===== src/rtl/reg_file_sb_if.sv =====
// reg_file_sb_if
//   Bundles the issue/writeback/read signals of the scoreboarded register file.
//   master : decode/issue + writeback side (drives requests, reads data/busy)
//   slave  : the register file itself
//   Signals:
//     flush       re-zero all registers and busy bits
//     wr_en       writeback request, with wr_addr / wr_data
//     stall_en    blocks write and issue for this cycle
//     issue_en    reserve destination issue_addr (sets its busy bit)
//     rd_addr     packed read indices, port k at [k*ADDR_WIDTH +: ADDR_WIDTH]
//     rd_data     packed read data, same packing
//     rd_busy     per-port pending-write flag of the source register
//     ready       file initialised and accepting traffic
interface reg_file_sb_if #(
    parameter int DATA_WIDTH = 32,
    parameter int ADDR_WIDTH = 5,
    parameter int NUM_RD     = 2
);
    logic                         flush;
    logic                         wr_en;
    logic                         stall_en;
    logic [ADDR_WIDTH-1:0]        wr_addr;
    logic [DATA_WIDTH-1:0]        wr_data;
    logic                         issue_en;
    logic [ADDR_WIDTH-1:0]        issue_addr;
    logic [NUM_RD*ADDR_WIDTH-1:0] rd_addr;
    logic [NUM_RD*DATA_WIDTH-1:0] rd_data;
    logic [NUM_RD-1:0]            rd_busy;
    logic                         ready;

    modport master (
        output flush, wr_en, stall_en, wr_addr, wr_data, issue_en, issue_addr, rd_addr,
        input  rd_data, rd_busy, ready
    );

    modport slave (
        input  flush, wr_en, stall_en, wr_addr, wr_data, issue_en, issue_addr, rd_addr,
        output rd_data, rd_busy, ready
    );
endinterface


===== src/rtl/reg_file_sb.sv =====
// reg_file_sb
//   Parametrised register file with a sequential clear engine and per-register
//   busy (scoreboard) bits. After reset or flush the CLEAR state zeroes one
//   entry per cycle; traffic is accepted only in RUN (ready=1).
//   Ports:
//     clk    clock, all state updates on the rising edge
//     reset  asynchronous active-high reset
//     bus    reg_file_sb_if.slave (write, issue, combinational read ports)
//   Build option:
//     REG_FILE_BYPASS_EN  when defined, a firing write is forwarded to any
//                         read port addressing the same non-zero register in
//                         the same cycle (data and busy).
module reg_file_sb #(
    parameter int DATA_WIDTH = 32,
    parameter int ADDR_WIDTH = 5,
    parameter int NUM_RD     = 2
) (
    input  logic          clk,
    input  logic          reset,
    reg_file_sb_if.slave  bus
);
    localparam int DEPTH = 2 ** ADDR_WIDTH;

    typedef enum logic {
        CLEAR = 1'b0,
        RUN   = 1'b1
    } state_t;

    state_t                state_reg, state_next;
    logic [ADDR_WIDTH-1:0] clr_idx_reg, clr_idx_next;
    logic [DEPTH-1:0]      busy_reg;
    logic [DATA_WIDTH-1:0] mem [DEPTH];

    logic ready;
    logic wr_fire;
    logic is_fire;

    assign ready   = (state_reg == RUN);
    assign wr_fire = ready & bus.wr_en & ~bus.stall_en & ~bus.flush & (bus.wr_addr != '0);
    assign is_fire = ready & bus.issue_en & ~bus.stall_en & ~bus.flush & (bus.issue_addr != '0);
    assign bus.ready = ready;

    // State register
    always_ff @(posedge clk or posedge reset) begin
        if (reset) begin
            state_reg   <= CLEAR;
            clr_idx_reg <= '0;
        end else begin
            state_reg   <= state_next;
            clr_idx_reg <= clr_idx_next;
        end
    end

    // Next state: CLEAR walks every index once; flush restarts the walk.
    always_comb begin
        state_next   = state_reg;
        clr_idx_next = clr_idx_reg;
        case (state_reg)
            CLEAR: begin
                if (bus.flush) begin
                    clr_idx_next = '0;
                end else if (&clr_idx_reg) begin
                    // last entry zeroed this cycle
                    state_next   = RUN;
                    clr_idx_next = '0;
                end else begin
                    clr_idx_next = clr_idx_reg + ADDR_WIDTH'(1);
                end
            end
            RUN: begin
                if (bus.flush) begin
                    state_next   = CLEAR;
                    clr_idx_next = '0;
                end
            end
            default: begin
                state_next   = CLEAR;
                clr_idx_next = '0;
            end
        endcase
    end

    // Storage: single write port shared by the clear engine and writeback.
    // No reset; contents become defined once CLEAR has completed.
    always_ff @(posedge clk) begin
        if (state_reg == CLEAR) begin
            mem[clr_idx_reg] <= '0;
        end else if (wr_fire) begin
            mem[bus.wr_addr] <= bus.wr_data;
        end
    end

    // Scoreboard: issue after write so a same-index pair leaves busy set.
    always_ff @(posedge clk or posedge reset) begin
        if (reset) begin
            busy_reg <= '0;
        end else if (bus.flush) begin
            busy_reg <= '0;
        end else begin
            if (wr_fire) begin
                busy_reg[bus.wr_addr] <= 1'b0;
            end
            if (is_fire) begin
                busy_reg[bus.issue_addr] <= 1'b1;
            end
        end
    end

    // Combinational read ports; x0 and the whole CLEAR phase read as zero.
    for (genvar gi = 0; gi < NUM_RD; gi++) begin : g_rd
        logic [ADDR_WIDTH-1:0] ra;
        logic [DATA_WIDTH-1:0] d;
        logic                  b;

        assign ra = bus.rd_addr[gi*ADDR_WIDTH +: ADDR_WIDTH];

        always_comb begin
            d = '0;
            b = 1'b0;
            if (ready && (ra != '0)) begin
                d = mem[ra];
                b = busy_reg[ra];
`ifdef REG_FILE_BYPASS_EN
                if (wr_fire && (bus.wr_addr == ra)) begin
                    d = bus.wr_data;
                    b = is_fire && (bus.issue_addr == ra);
                end
`endif
            end
        end

        assign bus.rd_data[gi*DATA_WIDTH +: DATA_WIDTH] = d;
        assign bus.rd_busy[gi]                          = b;
    end
endmodule


===== src/flat_wrapper.sv =====
// flat-port wrapper written by rule: the top's interface ports become plain ports
module reg_file_sb_flat 
#(
    parameter int DATA_WIDTH = 32,
    parameter int ADDR_WIDTH = 5,
    parameter int NUM_RD     = 2
)
  (clk, reset, bus_flush, bus_wr_en, bus_stall_en, bus_wr_addr, bus_wr_data, bus_issue_en, bus_issue_addr, bus_rd_addr, bus_rd_data, bus_rd_busy, bus_ready);
  reg_file_sb_if #(.DATA_WIDTH(DATA_WIDTH), .ADDR_WIDTH(ADDR_WIDTH), .NUM_RD(NUM_RD)) bus_i ();
  input  logic clk;
  input  logic reset;
  input wire logic [$bits(bus_i.flush)-1:0] bus_flush;
  input wire logic [$bits(bus_i.wr_en)-1:0] bus_wr_en;
  input wire logic [$bits(bus_i.stall_en)-1:0] bus_stall_en;
  input wire logic [$bits(bus_i.wr_addr)-1:0] bus_wr_addr;
  input wire logic [$bits(bus_i.wr_data)-1:0] bus_wr_data;
  input wire logic [$bits(bus_i.issue_en)-1:0] bus_issue_en;
  input wire logic [$bits(bus_i.issue_addr)-1:0] bus_issue_addr;
  input wire logic [$bits(bus_i.rd_addr)-1:0] bus_rd_addr;
  output wire logic [$bits(bus_i.rd_data)-1:0] bus_rd_data;
  output wire logic [$bits(bus_i.rd_busy)-1:0] bus_rd_busy;
  output wire logic [$bits(bus_i.ready)-1:0] bus_ready;
  assign bus_i.flush = bus_flush;
  assign bus_i.wr_en = bus_wr_en;
  assign bus_i.stall_en = bus_stall_en;
  assign bus_i.wr_addr = bus_wr_addr;
  assign bus_i.wr_data = bus_wr_data;
  assign bus_i.issue_en = bus_issue_en;
  assign bus_i.issue_addr = bus_issue_addr;
  assign bus_i.rd_addr = bus_rd_addr;
  assign bus_rd_data = bus_i.rd_data;
  assign bus_rd_busy = bus_i.rd_busy;
  assign bus_ready = bus_i.ready;
  reg_file_sb #(.DATA_WIDTH(DATA_WIDTH), .ADDR_WIDTH(ADDR_WIDTH), .NUM_RD(NUM_RD)) u_core (.clk(clk), .reset(reset), .bus(bus_i));
endmodule

===== config.mk =====
export PLATFORM = sky130hd
export DESIGN_NAME = reg_file_sb_flat
export DESIGN_NICKNAME = d
export VERILOG_FILES = /design/src/rtl/reg_file_sb_if.sv /design/src/rtl/reg_file_sb.sv /design/src/flat_wrapper.sv
export SDC_FILE = /design/constraint.sdc
export NUM_CORES = 1
export LEC_CHECK = 0
export CORE_UTILIZATION = 31
export DETAILED_ROUTE_END_ITERATION = 10
export MAX_ROUTING_LAYER = met4
export PLACE_DENSITY = 0.44
export RECOVER_POWER = 25
export SYNTH_ARGS = -nofsm -noshare
export SYNTH_HDL_FRONTEND = slang
export SYNTH_SLANG_ARGS = --single-unit

===== constraint.sdc =====
create_clock -name clk -period 11.1 [get_ports clk]
set_input_delay 2.22 -clock clk [delete_from_list [all_inputs] [get_ports clk]]
set_output_delay 2.22 -clock clk [all_outputs]
set_load 0.01 [all_outputs]

After elaboration in Yosys (flattened, before gate mapping). Memories as Yosys holds them, arrays and structs flattened. Cells that the tools add are included.

Word-level logic and storage cells: 67. RAM bits: 1024. Bits of input ports: 58. Flip-flop bits (word level): 38. Memories kept: 1.

Memory list: u_core.mem (words 32, width 32, read ports 2, clocked after memory_dff 0, wr ports 1, RTL line reg_file_sb.sv:32) `logic [DATA_WIDTH-1:0] mem [DEPTH];`.

Magnitude comparators: 6. Equal/unequal tests: 1. Reductions and logical operators: 10. Bitwise operators: 14. Mux-type cells: 31. Add/subtract/negate cells: 1.

Operators with widths (number): 32-bit 2-to-1 mux (7); 32-bit AND (1); 32-bit inverter (1); 32-bit bitwise OR (1); 32-bit OR reduction (1); 5-bit by 6-bit less-than comparator with 1-bit output, second input constant (4); 5-bit 2-to-1 mux (4); 5-bit nonzero test (4); 1-bit 2-to-1 mux (14); 1-bit binary-select mux with 5-bit select (2); 1-bit demux with 5-bit select (2); 5-bit by 1-bit >= comparator with 1-bit output, second input constant (2); 5-bit one-hot mux with 2 select lines (1); 1-bit AND (8); 5-bit by 1-bit adder with 5-bit output, second input constant (1); 5-bit AND reduction (1); 1-bit logical AND (4); 1-bit inverter (3); 2-bit != test, second input constant (1); 1-bit one-hot mux with 2 select lines (1).

Logic depth before layout (Yosys ltp).
Depth after elaboration: 11. Mapped depth: 9. Mapped depth without buffers: 6.

Worst setup path after synthesis. No wires, ideal clock.

Path kind: in2reg. Start: input bus_wr_addr[4]. End: memory u_core.mem[26][0], enable pin. Arrival: 5.709 ns. Cell stages on the path: 6. Path slack: 4.922 ns. Setup time: 0.470 ns. Data required time: 10.630 ns. Cells stage by stage: clkbuf_1 nor3_2 a21o_1 buf_2 a31oi_1 a211oi_1.

Cells in the longest elaborated chain, start to end: 7.

Ends and longest elaborated chain: from (decl) (RTL line flat_wrapper.sv:15) `input wire logic [$bits(bus_i.wr_addr)-1:0] bus_wr_addr;`; 5-bit nonzero test (RTL line reg_file_sb.sv:39) `assign wr_fire = ready & bus.wr_en & ~bus.stall_en & ~bus.flush & (bus.wr_addr != '0);`; 1-bit AND (RTL line reg_file_sb.sv:39); 1-bit 2-to-1 mux (RTL line reg_file_sb.sv:88) `end else if (wr_fire) begin`; 1-bit 2-to-1 mux (RTL line reg_file_sb.sv:86) `if (state_reg == CLEAR) begin`; 1-bit 2-to-1 mux (implied by the code) (RTL line reg_file_sb.sv:89) `mem[bus.wr_addr] <= bus.wr_data;`; 32-bit OR reduction (no source line); 5-bit 2-to-1 mux (no source line) / 1-bit 2-to-1 mux (equally long branches); to (decl) (RTL line reg_file_sb.sv:32).

Parallel ways exist; a longest one is shown, timed or not.

Worst setup path after layout.
Start: input bus_rd_addr[7]. End: output bus_rd_data[48].

Cells in the longest elaborated chain, start to end: 3.

Ends and longest elaborated chain: from (decl) (RTL line flat_wrapper.sv:19) `input wire logic [$bits(bus_i.rd_addr)-1:0] bus_rd_addr;`; parallel branches: the longest is 2 deep, another holds memory read 32 x 32 bit; 32-bit 2-to-1 mux * (RTL line reg_file_sb.sv:120) `if (ready && (ra != '0)) begin`; to (decl) (RTL line flat_wrapper.sv:20) `output wire logic [$bits(bus_i.rd_data)-1:0] bus_rd_data;`.

Every way passes the cells marked *.

==> flow_metrics.py <==
metrics = {
    "status": {
        "outcome": "complete, but fails checks",
        "violations": "capacitance limit, slew limit",
    },
    "worst_setup_path": {
        "crit_required_ps": 8880,
        "start_kind": "input pin",
        "critPathMaxFanout": 97,
        "timing.critical_path.max_delay_family": "buffers and inverters",
        "rr_endpoint": "u_core.mem[16][10]$_DFFE_PP_",
        "r2r_cells": 7,
        "slowest_delay_ps": 780,
        "rr_startpoint": "u_core.bus.ready$_DFF_PP0_",
        "crit_start": "bus_rd_addr[7]",
        "worst-path-stages": 7,
        "critPathBufInv": 3,
        "criticalPathCategory": "in2out",
        "r2r_slack_ps": 3960,
        "critPathCapture": "bus_rd_data[48]",
        "slowest_stage": "or3b_4",
        "cp-end-kind": "output pin",
        "path_cells": "buf_8, buf_4, or3b_4, o221ai_1, a221oi_2, a211oi_2, clkdlybuf4s50_1",
        "worst_ep_arrival_time_ps": 6430,
    },
    "cells_and_area": {
        "n_fill_cell": 15230,
        "drive_gt1_share_pct": 24.99,
        "final_cells": 5161,
        "final_core_util_pct": 35.68,
        "layout.nets": 2945,
        "design_area_sq_mm": 0.05800,
        "largest_reg_flops": 1024,
        "syn2layout_area_growth_pct": 14.48,
    },
    "yosys": {
        "synthTopCellsByCount": "edfxtp_1, mux4_2, mux2i_1, buf_2, nand2_1",
        "synth_most_common_cell": "edfxtp_1",
        "syn_nets": 2842,
        "ys_ff_latch": 1062,
        "yosysTopAreaCellShare_pct": 60.69,
        "synth_edf_count": 1024,
        "synthFlopType": "edfxtp_1",
        "mappedNetlistArea_sq_mm": 0.05067,
        "ys_top_cells_by_area": "edfxtp_1, mux4_2, mux2i_1",
        "synth_cell_types": 56,
        "syn_avg_cell_area_sq_um": 18.21,
        "ys_seq_area_share_pct": 62.57,
        "synth_area_leader_cell": "edfxtp_1",
        "ys_async_sr_fraction_pct": 3.578,
        "synth_warnings": 0,
        "syn_inst": 2782,
    },
    "power_and_ir_drop": {
        "p_comb_share_pct": 6.6,
        "seqPwrFrac_pct": 49.9,
        "power.internal_mw": 6.794,
        "power_per_cell_area_mw_per_mm2": 151.9,
        "max-vdd-ir-drop_mv": 0.1336,
        "leakage_nw": 20.40,
        "power_frac_clock_pct": 43.5,
        "switching_share_pct": 22.88,
        "p_switching_mw": 2.016,
    },
    "floorplanning": {
        "core_sq_mm": 0.1626,
        "top_level_ports": 125,
        "start_util_pct": 31.16,
        "rows": 148,
        "die_area_sq_mm": 0.1651,
        "die-width_um": 406.3,
        "die-height_um": 406.3,
    },
    "sta": {
        "final_hold_viol_count": 0,
        "tns_ps": 0,
        "finClkSkew_ps": 26.98,
        "final_max_slew_viol_count": 515,
        "worst_pin_slew_ps": 4519,
        "finalCritPeriodShare_pct": 77.93,
        "relSlewSlack_pct": -201.3,
        "post-route-min-period_ps": 8650,
        "rsz0062_at_grt": "false",
        "clock.fmax_ghz": 0.1156,
        "hold_ws_ps": 538.9,
        "finalSetupViolCount": 0,
    },
    "clocking": {
        "numCtsBuffers": 118,
        "cts.clk_slew.worst_paths_ps": 60,
        "cts.htree.levels": 3,
        "clockRootBuffer": "clkbuf_16",
        "cts_tree": "built",
        "cts_hold_buf": 0,
        "cts_setup_buffers": 0,
        "clk_path_buf_depth": 3,
        "cts-resized-gates": 0,
        "clkSinkCount": 1062,
        "clock_latency_ps": 750,
    },
    "grt": {
        "busiest_layer": "met2",
        "overflow": 0,
        "grt_max_degree": 110,
        "grt_usage_pct": 22.40,
        "use_met2_pct": 34.15,
        "antenna_found_initial": 7,
        "grt_pass1_wl_mm": 249.1,
        "grtUsageMet1_pct": 30.68,
        "use_met3_pct": 3.521,
        "grt_pass1_vias": 30890,
    },
    "drt": {
        "wl_per_cell_um": 34.94,
        "routed_wl_mm": 180.3,
        "drt_iter0_markers": 3108,
        "num_vias": 30030,
        "drtAntennaViolNets": 0,
        "first_pass_iters": 6,
        "viasPerCell": 5.818,
        "route.detailed.drc": 0,
    },
    "placement": {
        "placed_cells": 4940,
        "dpl_cell_area_sq_mm": 0.05443,
        "port_buffers": 124,
        "place.gp.congestion": 0.8161,
        "hpwlAfterDp_mm": 98.41,
    },
    "min_path": {
        "min_path_type": "reg2reg",
    },
    "run": {
        "maxCapViolations": 22,
    },
}
## layout by cell type (no fill, tap or decap), types with 47 or more instances in the layout
master and count:
a21oi_1 82, buf_4 62, clkbuf_1 52, clkbuf_16 119, clkdlybuf4s50_1 114, edfxtp_1 1024
mux2_2 47, mux2i_1 363, mux4_2 389, nand2_1 99, nand3_1 57, o221ai_1 92
## power by group through the flow
stage / logic, mW / registers [mW] / clock network, mW
global placement: 0.584 / 4.48 / 0
floorplan: 0.381 / 4.47 / 0
detailed placement: 0.587 / 4.48 / 0
CTS: 0.589 / 4.40 / 3.90
global route: 0.609 / 4.40 / 4.04
finish: 0.581 / 4.40 / 3.83
## logic make-up after synthesis
kind of cell | count (synthesis) | share of synthesized area, %
flip-flops | 1062 | 62.57
multiplexers | 814 | 26.20
AO/OA/AOI/OAI | 369 | 5.727
AND/OR/NAND/NOR | 300 | 2.976
buffers and inverters | 235 | 2.487
adder cells (fa/ha/maj) | 2 | 0.04938
## per-stage QoR
stage	power, mW	setup slack (ps)
2_1_floorplan	4.854	4922
3_3_place_gp	5.063	2726
3_5_place_dp	5.068	2620
4_1_cts	8.891	2622
5_1_grt	9.055	2361
6_report	8.809	2450
## per-layer routing
| layer | up-vias | share of wire (%) | routed length (um) |
|---|---|---|---|
| met2 | 1469 | 46 | 83430 |
| li1 | 12030 | - | - |
| met4 | 0 | 3.1 | 5632 |
| met5 | - | 0 | 0 |
| met3 | 319 | 7.4 | 13370 |
| met1 | 16200 | 43 | 77890 |
## worst min path at each step
stage                                      start                           end  depth (start not counted)
finish              u_core.busy_reg[0]$_DFF_PP0_  u_core.busy_reg[0]$_DFF_PP0_                          1
floorplan           u_core.busy_reg[0]$_DFF_PP0_  u_core.busy_reg[0]$_DFF_PP0_                          1
global placement    u_core.busy_reg[0]$_DFF_PP0_  u_core.busy_reg[0]$_DFF_PP0_                          1
detailed placement  u_core.busy_reg[0]$_DFF_PP0_  u_core.busy_reg[0]$_DFF_PP0_                          1
global route        u_core.busy_reg[0]$_DFF_PP0_  u_core.busy_reg[0]$_DFF_PP0_                          1
CTS                 u_core.busy_reg[0]$_DFF_PP0_  u_core.busy_reg[0]$_DFF_PP0_                          1
## area by class of cell
class	count	area (sq um)	share of cell area, %
diodes	1	2.502	0.004314
multi-input cells	1485	17910	30.89
inverters	6	22.52	0.03883
well taps	2175	2721	4.692
clock buffers	154	3169	5.464
clock inverters	66	584.3	1.007
repair buffers	212	1888	3.255
flip-flops and latches	1062	31700	54.65
Note: power is estimated with default switching activity, not from simulation.
